$ cat src/rtl/vec_perf_monitor.sv
// Runtime and event counter unit for Ara-based SoCs.
// Counts runtime plus per-channel events while a kernel window is active,
// saturates with sticky overflow flags, and snapshots all counters into
// buffers once Ara drains back to idle. Buffers are read through a
// registered indexed port: index 0 is runtime, index k is event channel k-1.
module vec_perf_monitor #(
  parameter int NrEvents = 3,
  parameter int CntWidth = 64,
  parameter int IdxWidth = $clog2(NrEvents + 1)
) (
  input  logic                clk_i,
  input  logic                rst_i,
  input  logic                sw_en_i,
  input  logic                clear_i,
  input  logic                insn_valid_i,
  input  logic                ara_idle_i,
  input  logic [NrEvents-1:0] event_i,
  input  logic [IdxWidth-1:0] rd_idx_i,
  output logic [CntWidth-1:0] rd_cnt_o,
  output logic                rd_ovf_o,
  output logic                active_o,
  output logic                pending_o,
  output logic                snap_valid_o
);

  // Channel 0 is the runtime counter, channels 1..NrEvents are events.
  localparam int NrChan  = NrEvents + 1;
  // The read index can address more slots than there are channels.
  localparam int NrSlots = 2 ** IdxWidth;

  typedef enum logic [1:0] {
    IDLE  = 2'd0,
    RUN   = 2'd1,
    DRAIN = 2'd2
  } state_e;

  state_e              state_reg;
  logic                active_reg;
  logic                pending_reg;
  logic                snap_valid_reg;
  logic [CntWidth-1:0] rd_cnt_reg;
  logic                rd_ovf_reg;

  logic [CntWidth-1:0] cnt_reg  [NrChan];
  logic [CntWidth-1:0] cnt_next [NrChan];
  logic [CntWidth-1:0] buf_reg  [NrChan];
  logic [NrChan-1:0]   ovf_reg;
  logic [NrChan-1:0]   ovf_next;
  logic [NrChan-1:0]   ovf_buf_reg;

  logic [NrChan-1:0]   inc;
  logic [NrChan-1:0]   bump;
  logic [NrChan-1:0]   at_max;
  logic                counting;
  logic                snap_cond;

  logic [CntWidth-1:0] rd_mux [NrSlots];
  logic [NrSlots-1:0]  ovf_mux;

  // Runtime always requests an increment; event channels follow their strobes.
  assign inc       = {event_i, 1'b1};
  // Counting depends only on the registered state, so the IDLE exit cycle never counts.
  assign counting  = (state_reg != IDLE);
  // A new dispatch in the same cycle defers the snapshot.
  assign snap_cond = pending_reg & ara_idle_i & ~insn_valid_i;

  // Per-channel saturating next value and sticky overflow.
  generate
    for (genvar gi = 0; gi < NrChan; gi++) begin : g_chan
      assign bump[gi]     = counting & inc[gi];
      assign at_max[gi]   = &cnt_reg[gi];
      assign cnt_next[gi] = (bump[gi] && !at_max[gi]) ? cnt_reg[gi] + 1'b1 : cnt_reg[gi];
      assign ovf_next[gi] = ovf_reg[gi] | (bump[gi] & at_max[gi]);
    end
  endgenerate

  // Read slots beyond the last channel read as zero.
  generate
    for (genvar gi = 0; gi < NrSlots; gi++) begin : g_slot
      if (gi < NrChan) begin : g_used
        assign rd_mux[gi]  = buf_reg[gi];
        assign ovf_mux[gi] = ovf_buf_reg[gi];
      end else begin : g_unused
        assign rd_mux[gi]  = '0;
        assign ovf_mux[gi] = 1'b0;
      end
    end
  endgenerate

  // Window FSM with registered active flag; clear aborts any window.
  always_ff @(posedge clk_i) begin
    if (rst_i || clear_i) begin
      state_reg  <= IDLE;
      active_reg <= 1'b0;
    end else begin
      case (state_reg)
        IDLE: begin
          if (insn_valid_i && sw_en_i) begin
            state_reg  <= RUN;
            active_reg <= 1'b1;
          end
        end
        RUN: begin
          if (!sw_en_i) begin
            if (ara_idle_i) begin
              state_reg  <= IDLE;
              active_reg <= 1'b0;
            end else begin
              state_reg  <= DRAIN;
              active_reg <= 1'b1;
            end
          end
        end
        DRAIN: begin
          if (sw_en_i) begin
            state_reg  <= RUN;
            active_reg <= 1'b1;
          end else if (ara_idle_i) begin
            state_reg  <= IDLE;
            active_reg <= 1'b0;
          end
        end
        default: begin
          state_reg  <= IDLE;
          active_reg <= 1'b0;
        end
      endcase
    end
  end

  // Live counters, snapshot buffers, pending flag and snapshot pulse.
  always_ff @(posedge clk_i) begin
    if (rst_i || clear_i) begin
      for (int i = 0; i < NrChan; i++) begin
        cnt_reg[i] <= '0;
        buf_reg[i] <= '0;
      end
      ovf_reg        <= '0;
      ovf_buf_reg    <= '0;
      pending_reg    <= 1'b0;
      snap_valid_reg <= 1'b0;
    end else begin
      for (int i = 0; i < NrChan; i++) begin
        cnt_reg[i] <= cnt_next[i];
        if (snap_cond) begin
          buf_reg[i] <= cnt_next[i];
        end
      end
      ovf_reg <= ovf_next;
      if (snap_cond) begin
        ovf_buf_reg <= ovf_next;
      end
      snap_valid_reg <= snap_cond;
      if (insn_valid_i && !pending_reg) begin
        pending_reg <= 1'b1;
      end else if (snap_cond) begin
        pending_reg <= 1'b0;
      end
    end
  end

  // Registered read port, one cycle behind the index.
  always_ff @(posedge clk_i) begin
    if (rst_i || clear_i) begin
      rd_cnt_reg <= '0;
      rd_ovf_reg <= 1'b0;
    end else begin
      rd_cnt_reg <= rd_mux[rd_idx_i];
      rd_ovf_reg <= ovf_mux[rd_idx_i];
    end
  end

  assign rd_cnt_o     = rd_cnt_reg;
  assign rd_ovf_o     = rd_ovf_reg;
  assign active_o     = active_reg;
  assign pending_o    = pending_reg;
  assign snap_valid_o = snap_valid_reg;

endmodule
$ cat config.mk
export PLATFORM = sky130hd
export DESIGN_NAME = vec_perf_monitor
export DESIGN_NICKNAME = d
export VERILOG_FILES = /design/src/rtl/vec_perf_monitor.sv
export SDC_FILE = /design/constraint.sdc
export NUM_CORES = 1
export LEC_CHECK = 0
export ABC_CLOCK_PERIOD_IN_PS = 8700
export BUFFER_PORTS_ARGS = -buffer_cell sky130_fd_sc_hd__buf_2
export CAP_MARGIN = 25
export CORE_MARGIN = 2
export CORE_UTILIZATION = 50
export CTS_BUF_LIST = sky130_fd_sc_hd__clkbuf_8 sky130_fd_sc_hd__clkbuf_16
export CTS_CLUSTER_SIZE = 40
export DETAILED_ROUTE_END_ITERATION = 16
export PLACE_DENSITY = 0.62
export SLEW_MARGIN = 15
export SYNTH_ARGS = -nofsm -noshare
export SYNTH_HDL_FRONTEND = slang
export SYNTH_SLANG_ARGS = --single-unit
$ cat constraint.sdc
create_clock -name clk_i -period 8.7 [get_ports clk_i]
set_input_delay 0.435 -clock clk_i [delete_from_list [all_inputs] [get_ports clk_i]]
set_output_delay 0.435 -clock clk_i [all_outputs]
set_load 0.05 [all_outputs]
==> out/metrics.cfg, run 1 <==
[sta]
fin_setup_tns_ns=0
layout_min_cycle_time_ns=3.75
tightest_slew_ns=1.10
fmax_mhz=266
holdWs_ns=0.0426
setup_violations=0
setup_slack_ns=4.95
rsz0062_at_grt=no
finalCritPeriodShare=0.432
max_slew_margin=0.267
hold_viol=0
report.final.slew_viol_count=0
skew_ns=0.0159

[setup_path]
critPathArrivalTime_ns=3.97
cp_max_fo=136
worst-setup-path-type=in2reg
cp.required_ns=8.92
crit_chain=buf_2, buf_4, or2_4, nor2_1, inv_8, buf_4
crit_path_frequent_cell=buf_4
slowest_delay_ns=0.84
worst_setup_path_end_kind=flop
cp-start-kind=input port
slowest_stage=buf_4

[synth]
syn_avg_cell_area_um2=10.2
syn-cell-area_um2=27900
synthDominantCellAreaShare=0.275
yosys.area.top_type=edfxtp_1
synth_area_leaders=edfxtp_1 28%, dfxtp_1 24%, mux2i_1 6.4%
synthesis.nets=2743
synth.distinct_cells=69
async_flop_share=0
synthCells=2728
synthTopCellsByCount=334 x dfxtp_1, 304 x nand2_1, 302 x nor2_1
synth_edf_count=256
ys.flop_type=dfxtp_1
yosysSeqAreaShare=0.515
post-synth-top-count-cell=dfxtp_1
yosys_warnings=0
ys_ff_latch=590

[power_and_ir_drop]
vdd_drop_max_mv=0.127
seq_power_share=0.481
power_per_cell_area_nw_per_um2=199
p_leak_nw=10.0
intPower_mw=4.83
power_mw=6.20
swShare=0.221
pwr-share-comb=0.037
p_sw_mw=1.37
pwr-share-clk=0.482

[die]
fp.dieH_um=240
dieArea_um2=57700
core_area_um2=55200
rows=86
die_w_um=240
start_util=0.506
io_pins=79

[clocking]
cts-buffers-inserted=66
cts_tree=yes
cts_buffer_depth=3
cts-hold-fix-buffers=0
h-tree-depth=3
clkTransAtPathRegs_ns=0.06
clock_latency_ns=0.60
cts_resized=0
post-cts-setup-buffers=0
clockRootBuffer=clkbuf_16
clkSinkCount=590

[grt]
track_usage=0.288
grt_pass1_vias=20215
overflow=0
antenna_found_initial=3
grt_max_degree=192
grt_pass1_wl_um=125000

[final_layout]
nNetsFinal=2747
synthToLayoutAreaGrowth_pct=11.7
antenna_cells=0
drive_above_1_share=0.111
design_area_um2=31200

[detailed_routing]
via_per_inst=6.18
route.detailed.drc=0
firstDrtPassIters=6
avgRoutedWirePerCell_um=23.5
finalWirelength_um=83000
drtIter0Drc=2565
vias=21827
antenna_left=0

[placed_design]
gp_congestion=0.921
dp_hpwl_um=55800
pre_cts_ws_ns=4.38
portBuffers=78
placed_area_um2=28900

[outcome]
outcome=finished clean

[worst_hold_path]
hold_class=in2reg

[flow_run]
drv_cap=0

==> cell families (layout without fill, tap and decap cells) <==
family                     count (synthesis)  count (layout)  synth area share
adders and majority gates                  4               4           0.00179
xor gates and xnor gates                 116             116            0.0364
DFF                                      590             590             0.515
AOI/OAI and AO/OA                        239             239            0.0522
buffers and inverters                    194             252            0.0276
and+or+nand+nor                         1340            1340             0.250
muxes                                    245             245             0.117
==> cells in the final DEF, fill, tap and decap left out, types with 36 or more instances in the layout <==
cell,count
a21oi_1,106
and2_1,77
and3_1,55
buf_2,77
clkbuf_16,74
dfxtp_1,334
edfxtp_1,256
inv_1,41
mux2i_1,179
mux4_2,65
nand2_1,303
nand3_1,103
nand4_1,87
nor2_1,301
nor3_1,65
o21ai_0,36
or3_1,191
xnor2_1,69
xor2_1,47
==> power by group through the flow <==
stage | Clock (mW) | Sequential (mW) | Combinational [mW]
after floorplan | 0 | 3.05 | 0.131
after global placement | 0 | 3.04 | 0.227
after detailed placement | 0 | 3.04 | 0.231
after CTS | 3.02 | 2.98 | 0.232
after global routing | 3.13 | 2.98 | 0.243
final | 2.99 | 2.98 | 0.230
==> area by class of cell <==
class | count | area (um^2)
clock buffer | 80 | 1930
clock inverter | 42 | 403
fill | 4701 | 24000
inverter | 29 | 118
multi-input combinational | 1944 | 12800
sequential | 590 | 14400
tap | 748 | 936
timing repair buffer | 101 | 618
==> per-layer routing <==
layer | up-vias | wire length [um] | global-route usage
li1 | 10010 | - | -
met1 | 10762 | 37600 | 0.421
met2 | 919 | 36800 | 0.436
met3 | 136 | 6470 | 0.0489
met4 | 0 | 2180 | 0.0903
met5 | - | 0 | 0
==> critical path: cells and delay by family <==
kind	cells	cell delay, ns
and+or+nand+nor	2	1.12
buffers and inverters	4	2.20
==> path summary, 6_finish.rpt <==
kind	start	end	slack, ns	depth (start not counted)
worst max register to register	cnt_reg[1][44]$_SDFF_PP0_	buf_reg[1][55]$_SDFFCE_PN0P_	5.07	7
worst min register to register	ovf_buf_reg[2]$_SDFFE_PP0P_	ovf_buf_reg[2]$_SDFFE_PP0P_	0.45	2
worst min-delay path	ara_idle_i	state_reg[1]$_SDFFE_PP0P_	0.04	2
worst max-delay path	clear_i	buf_reg[1][45]$_SDFFCE_PN0P_	4.95	6
==> through the flow <==
stage | utilization | std cells
floorplan | - | 2728
global placement | 0.522 | 3410
detailed placement | 0.523 | 3412
CTS | 0.565 | 3534
global route | 0.565 | 3534
finish | 0.565 | 3534
Note: power is estimated with default switching activity, not from simulation.
==> run 2: changes to the inputs <==
--- a/config.mk
+++ b/config.mk
@@ -5,7 +5,7 @@
 export SDC_FILE = /design/constraint.sdc
 export NUM_CORES = 1
 export LEC_CHECK = 0
-export ABC_CLOCK_PERIOD_IN_PS = 8700
+export ABC_CLOCK_PERIOD_IN_PS = 3770
 export BUFFER_PORTS_ARGS = -buffer_cell sky130_fd_sc_hd__buf_2
 export CAP_MARGIN = 25
 export CORE_MARGIN = 2
==> constraint.sdc (replaced) <==
create_clock -name clk_i -period 3.77 [get_ports clk_i]
set_input_delay 0.1885 -clock clk_i [delete_from_list [all_inputs] [get_ports clk_i]]
set_output_delay 0.1885 -clock clk_i [all_outputs]
set_load 0.05 [all_outputs]
==> run 2 against run 1 <==
Against the previous run: first-iteration DRC count fell by 13%; clock power up 110%; clock skew increased by 0.0033 ns; power rose by 120%; setup slack got worse by 4.3 ns; wire length rose by 2.5%; die area stayed put; final area increased by 0.32%; combinational power rose by 140%; critical path type is now reg2reg; largest power group is now registers; global-route usage grew 0.73 points; non-clock buffer count rose by 36.
==> out/metrics.cfg, run 2 (same netlist as run 1, synthesis figures left out) <==
[outcome]
outcome=finished clean

[clocking]
cts_tree=yes
h-tree-depth=2  ; -1
clockRootBuffer=clkbuf_16
clkSinkCount=590  ; unchanged
cts_buffer_depth=3  ; unchanged
cts-buffers-inserted=61  ; -7.6%
clock_latency_ns=0.64  ; +0.04 ns
cts_resized=0  ; unchanged
clkTransAtPathRegs_ns=0.07  ; about the same

[detailed_routing]
antenna_left=0  ; unchanged
via_per_inst=6.15  ; -0.50%
firstDrtPassIters=6  ; unchanged
vias=21908  ; +0.37%
route.detailed.drc=0  ; unchanged
finalWirelength_um=85100  ; +2.5%
avgRoutedWirePerCell_um=23.9  ; +1.6%
drtIter0Drc=2226  ; -13%

[setup_path]
worst-setup-path-type=reg2reg
reg2reg_from=cnt_reg[1][44]$_SDFF_PP0_
crit_family=simple AND/OR/NAND/NOR gates
startpoint=cnt_reg[1][44]$_SDFF_PP0_
critPathArrivalTime_ns=3.54  ; -0.43 ns
cp.required_ns=4.17  ; -4.75 ns
path_buf_inv=0  ; -4
cp_max_fo=7  ; -95%
crit_chain=nand4_1, nor4_1, nand3_1, o211ai_1, nor2_1, mux2i_1
worst_setup_path_end_kind=flop
slowest_stage=nor4_1
cp-start-kind=flop
slowest_delay_ns=0.74  ; -0.10 ns

[final_layout]
multi_input_area_um2=12800  ; about the same
synthToLayoutAreaGrowth_pct=12.1
seq_area_um2=14400  ; unchanged
nFillCells=4819  ; +2.5%
final_cell_mix=334 x dfxtp_1, 303 x nand2_1, 300 x nor2_1
drive_above_1_share=0.120  ; +0.00916
layout_commonest_cell=dfxtp_1
nNetsFinal=2778  ; +1.1%

[grt]
overflow=0  ; unchanged
track_usage=0.295  ; +0.00734
antenna_found_initial=5  ; +2
grt_max_degree=179  ; -6.8%
grt_pass1_wl_um=129000  ; +2.9%
grt_pass1_vias=20525  ; +1.5%

[sta]
skew_ns=0.0191  ; +0.00329 ns
layout_min_cycle_time_ns=3.14
finalCritPeriodShare=0.834
fmax_mhz=318
report.final.slew_viol_count=0  ; unchanged
fin_setup_tns_ns=0  ; unchanged
tightest_slew_ns=1.09  ; -0.00802 ns
setup_violations=0  ; unchanged
rsz0062_at_grt=no
hold_viol=0  ; unchanged
max_slew_margin=0.273  ; +0.00535

[die]
fp.dieH_um=240  ; unchanged
start_util=0.506  ; unchanged
rows=86  ; unchanged
die_w_um=240  ; unchanged
io_pins=79  ; unchanged
core_area_um2=55200  ; unchanged
dieArea_um2=57700  ; unchanged

[placed_design]
portBuffers=78  ; unchanged
dp_hpwl_um=58100  ; +4.0%
gp_congestion=0.947  ; +2.8%

[power_and_ir_drop]
pwr-share-clk=0.456  ; -0.026
pwr-share-comb=0.040  ; +0.003
intPower_mw=10.6  ; +120%
p_leak_nw=10.1  ; +0.50%
swShare=0.227  ; +0.00604
power_mw=13.7  ; +120%
vdd_drop_max_mv=0.368  ; +190%
p_sw_mw=3.10  ; +130%
power_per_cell_area_nw_per_um2=437  ; +120%
seq_power_share=0.504  ; +0.023

[worst_hold_path]
hold_class=in2reg
hold_start=event_i[1]

[flow_run]
drv_cap=0  ; unchanged

[run 2: cell count changes in the layout (fill, tap and decap cells not counted), moves of 3 or more]
cell           previous run  this run
buf_4                    21        45
clkinv_2                 13        16
clkbuf_8                  6         9
clkbuf_16                74        63
inv_1                    41        37
buf_12                    1        11
dlygate4sd3_1             0         4
[run 2: power by group through the flow]
stage | clock (mW) | combinational [mW] | sequential [mW]
global route | 6.57 | 0.578 | 6.89
CTS | 6.32 | 0.551 | 6.88
floorplan | 0 | 0.309 | 7.04
detailed placement | 0 | 0.548 | 7.02
finish | 6.24 | 0.547 | 6.89
global placement | 0 | 0.543 | 7.02
[run 2: path summary, 6_finish.rpt]
check	end	slack, ns	depth (start not counted)
setup / recovery	buf_reg[1][4]$_SDFFCE_PN0P_	0.63	6
hold / removal	ovf_reg[2]$_SDFF_PP0_	0.17	4
setup reg to reg	buf_reg[1][4]$_SDFFCE_PN0P_	0.63	6
hold reg to reg	ovf_reg[1]$_SDFF_PP0_	0.47	2
[run 2: per-layer routing]
layer,global-route usage,vias up,share of wire
met3,0.0475,126,0.079
met5,0,-,0
met2,0.456,930,0.45
li1,-,10064,-
met4,0.0696,0,0.024
met1,0.435,10788,0.45
[run 2: stage by stage]
stage | cell area [um^2] | hold slack [ns] | utilization | cells | setup WS, ns
global placement | 29200 | 0.402 | 0.529 | 3444 | 0.645
global route | 31300 | 0.165 | 0.567 | 3563 | 0.455
CTS | 31300 | 0.147 | 0.567 | 3563 | 0.616
floorplan | 28000 | 0.265 | - | 2728 | -1.47
detailed placement | 29200 | 0.406 | 0.529 | 3444 | 0.626
finish | 31300 | 0.166 | 0.567 | 3565 | 0.627
[run 2: layout make-up]
type / count / area share
timing repair buffer: 137 / 0.0314
tap: 748 / 0.0299
inverter: 29 / 0.00364
multi-input combinational: 1944 / 0.409
antenna: 2 / 0.000160
clock buffer: 72 / 0.0543
sequential: 590 / 0.459
clock inverter: 43 / 0.0119
[run 2: worst reg2reg max path, stage by stage, from the launching register on]
cell and delay (ns):
dfxtp_1 0.42, nand4_1 0.20, nor4_1 0.74, nand3_1 0.52
o211ai_1 0.51, nor2_1 0.15, mux2i_1 0.35
[run 2: timing repair]
item,4_1_cts,5_1_grt
hold buffers,4,0
setup endpoints to repair,0,0
buffers inserted,0,0
endpoints found under the hold margin,4,0
==> run 3: changes to the inputs <==
--- a/config.mk
+++ b/config.mk
@@ -5,7 +5,7 @@
 export SDC_FILE = /design/constraint.sdc
 export NUM_CORES = 1
 export LEC_CHECK = 0
-export ABC_CLOCK_PERIOD_IN_PS = 3770
+export ABC_CLOCK_PERIOD_IN_PS = 2900
 export BUFFER_PORTS_ARGS = -buffer_cell sky130_fd_sc_hd__buf_2
 export CAP_MARGIN = 25
 export CORE_MARGIN = 2
==> constraint.sdc (replaced) <==
create_clock -name clk_i -period 2.9 [get_ports clk_i]
set_input_delay 0.145 -clock clk_i [delete_from_list [all_inputs] [get_ports clk_i]]
set_output_delay 0.145 -clock clk_i [all_outputs]
set_load 0.05 [all_outputs]
==> run 3 against run 2 <==
Against the previous run: largest power group unchanged; power is 34% higher; wire length increased by 2.0%; via count grew 1.1%; largest cell class unchanged; flip-flop and latch count unchanged.
==> out/metrics.cfg, run 3 (same netlist as run 1, synthesis figures left out) <==
[detailed_routing]
finalWirelength_um=86800  ; +2.0%
firstDrtPassIters=5  ; -1
drtIter0Drc=2497  ; +12%
route.detailed.drc=0  ; unchanged
via_per_inst=6.03  ; -1.8%
vias=22146  ; +1.1%
avgRoutedWirePerCell_um=23.7  ; -0.90%
antenna_left=0  ; unchanged

[sta]
tightest_slew_ns=1.09  ; -0.00391 ns
setup_violations=0  ; unchanged
hold_viol=0  ; unchanged
skew_ns=0.0196  ; +0.000505 ns
fmax_mhz=358  ; +12%
finalCritPeriodShare=0.964  ; +0.130
layout_min_cycle_time_ns=2.80  ; -0.348 ns
rsz0062_at_grt=no
max_slew_margin=0.275  ; +0.00260
report.final.slew_viol_count=0  ; unchanged

[grt]
grt_max_degree=163  ; -8.9%
grt_pass1_wl_um=130000  ; +0.69%
track_usage=0.301  ; +0.00602
grt_pass1_vias=20683  ; +0.77%
overflow=0  ; unchanged
antenna_found_initial=8  ; +3

[power_and_ir_drop]
swShare=0.225  ; -0.00166
pwr-share-comb=0.041  ; about the same
p_sw_mw=4.14  ; +33%
intPower_mw=14.2  ; +35%
power_per_cell_area_nw_per_um2=569  ; +30%
pwr-share-clk=0.472  ; +0.016
p_leak_nw=10.7  ; +6.5%
vdd_drop_max_mv=0.434  ; +18%
power_mw=18.4  ; +34%
seq_power_share=0.487  ; -0.017

[final_layout]
final_cell_mix=334 x dfxtp_1, 303 x nand2_1, 300 x nor2_1
nNetsFinal=2882  ; +3.7%
synthToLayoutAreaGrowth_pct=15.8
layout_commonest_cell=dfxtp_1
fin_cells=3670  ; +2.9%
nFillCells=4668  ; -3.1%
drive_above_1_share=0.150  ; +0.0303

[setup_path]
reg2reg_from=cnt_reg[0][21]$_SDFF_PP0_
worstRegToRegCells=6  ; unchanged
cp_max_fo=10  ; +3
worst-setup-path-type=reg2reg
critPathArrivalTime_ns=3.24  ; -0.30 ns
cp.required_ns=3.35  ; -0.82 ns
worst_setup_path_end_kind=flop
r2r_slack_ns=0.10  ; -0.52 ns
cp-start-kind=flop
reg2reg_to=buf_reg[0][55]$_SDFFCE_PN0P_

[clocking]
clkSinkCount=590  ; unchanged
cts_tree=yes
clockRootBuffer=clkbuf_16
cts-buffers-inserted=67  ; +9.8%
clock_latency_ns=0.60  ; -0.04 ns
cts_buffer_depth=3  ; unchanged
h-tree-depth=3  ; +1
clkTransAtPathRegs_ns=0.06  ; about the same

[die]
core_area_um2=55200  ; unchanged
fp.dieH_um=240  ; unchanged
rows=86  ; unchanged
dieArea_um2=57700  ; unchanged
die_w_um=240  ; unchanged
io_pins=79  ; unchanged
start_util=0.506  ; unchanged

[worst_hold_path]
hold_start=rst_i
hold_end=cnt_reg[2][26]$_SDFF_PP0_
worstHoldPathCells=3  ; -1
hold_class=in2reg

[placed_design]
gp_congestion=0.941  ; -0.67%
dpl.cell_count=3538  ; +2.7%
dp_hpwl_um=60500  ; +4.3%
portBuffers=78  ; unchanged

[outcome]
outcome=finished clean

[flow_run]
drv_cap=0  ; unchanged

==> run 3: cell count changes in the layout (fill, tap and decap cells not counted), moves of 2 or more <==
cell | before | now
buf_4 | 45 | 136
clkinv_2 | 16 | 11
nor4_4 | 3 | 5
inv_1 | 37 | 44
clkbuf_16 | 63 | 72
buf_12 | 11 | 17
clkbuf_8 | 9 | 6
==> run 3: worst max path at each step <==
stage / from / endpoint / slack [ns]
floorplan: rst_i / buf_reg[0][0]$_SDFFCE_PN0P_ / -2.29
global placement: cnt_reg[2][3]$_SDFF_PP0_ / buf_reg[2][56]$_SDFFCE_PN0P_ / 0.03
detailed placement: cnt_reg[2][3]$_SDFF_PP0_ / buf_reg[2][56]$_SDFFCE_PN0P_ / 0.003
CTS: cnt_reg[1][29]$_SDFF_PP0_ / buf_reg[1][61]$_SDFFCE_PN0P_ / 0.03
global route: cnt_reg[0][21]$_SDFF_PP0_ / buf_reg[0][55]$_SDFFCE_PN0P_ / 0.0004
finish: cnt_reg[0][21]$_SDFF_PP0_ / buf_reg[0][55]$_SDFFCE_PN0P_ / 0.10
==> run 3: worst max-delay path, cell delays in order, from the launching register on <==
cell,delay [ns]
dfxtp_1,0.41
nand4_1,0.17
or4_1,0.51
or4_1,0.68
or2_1,0.37
or3_1,0.35
a21oi_1,0.16
==> run 3: power by group through the flow <==
| stage | clock network [mW] | registers [mW] | logic [mW] |
|---|---|---|---|
| after global placement | 0 | 9.13 | 0.740 |
| after global routing | 9.07 | 8.96 | 0.788 |
| final | 8.68 | 8.96 | 0.746 |
| after CTS | 8.78 | 8.95 | 0.752 |
| after floorplan | 0 | 9.15 | 0.402 |
| after detailed placement | 0 | 9.13 | 0.748 |
==> run 3: final cells by class <==
class / count / area, um^2 / area share
Clock buffer: 78 / 1880 / 0.0583
Inverter: 29 / 114 / 0.00352
Sequential cell: 590 / 14400 / 0.445
Clock inverter: 44 / 364 / 0.0113
Multi-Input combinational cell: 1944 / 12800 / 0.398
Tap cell: 748 / 936 / 0.0290
Timing Repair Buffer: 235 / 1800 / 0.0556
Antenna cell: 2 / 5.00 / 0.000155
==> run 3: per-stage QoR <==
stage,util,TNS [ns],worst slack [ns],cell area (um^2),hold WS (ns)
after detailed placement,0.543,0,0.00340,30000,0.363
after CTS,0.585,0,0.0331,32300,0.0604
after global placement,0.543,0,0.0319,30000,0.359
final,0.586,0,0.105,32300,0.0892
after global routing,0.585,0,0.000380,32300,0.0992
after floorplan,-,-586.87,-2.29,28000,0.221
==> run 3: timing repair <==
action	in CTS	in global routing
resized for setup	1	6
endpoints found under the hold margin	6	0
buffers inserted	0	3
hold buffers	5	0
endpoints found under the setup margin	1	23
pin swaps	0	3
==> run 3: routing by layer <==
metal	routed length, um	track usage	up-vias
met2	38600	0.456	821
met5	13	0	-
met1	39200	0.452	10907
met3	6870	0.0452	127
li1	-	-	10289
met4	2120	0.0775	2
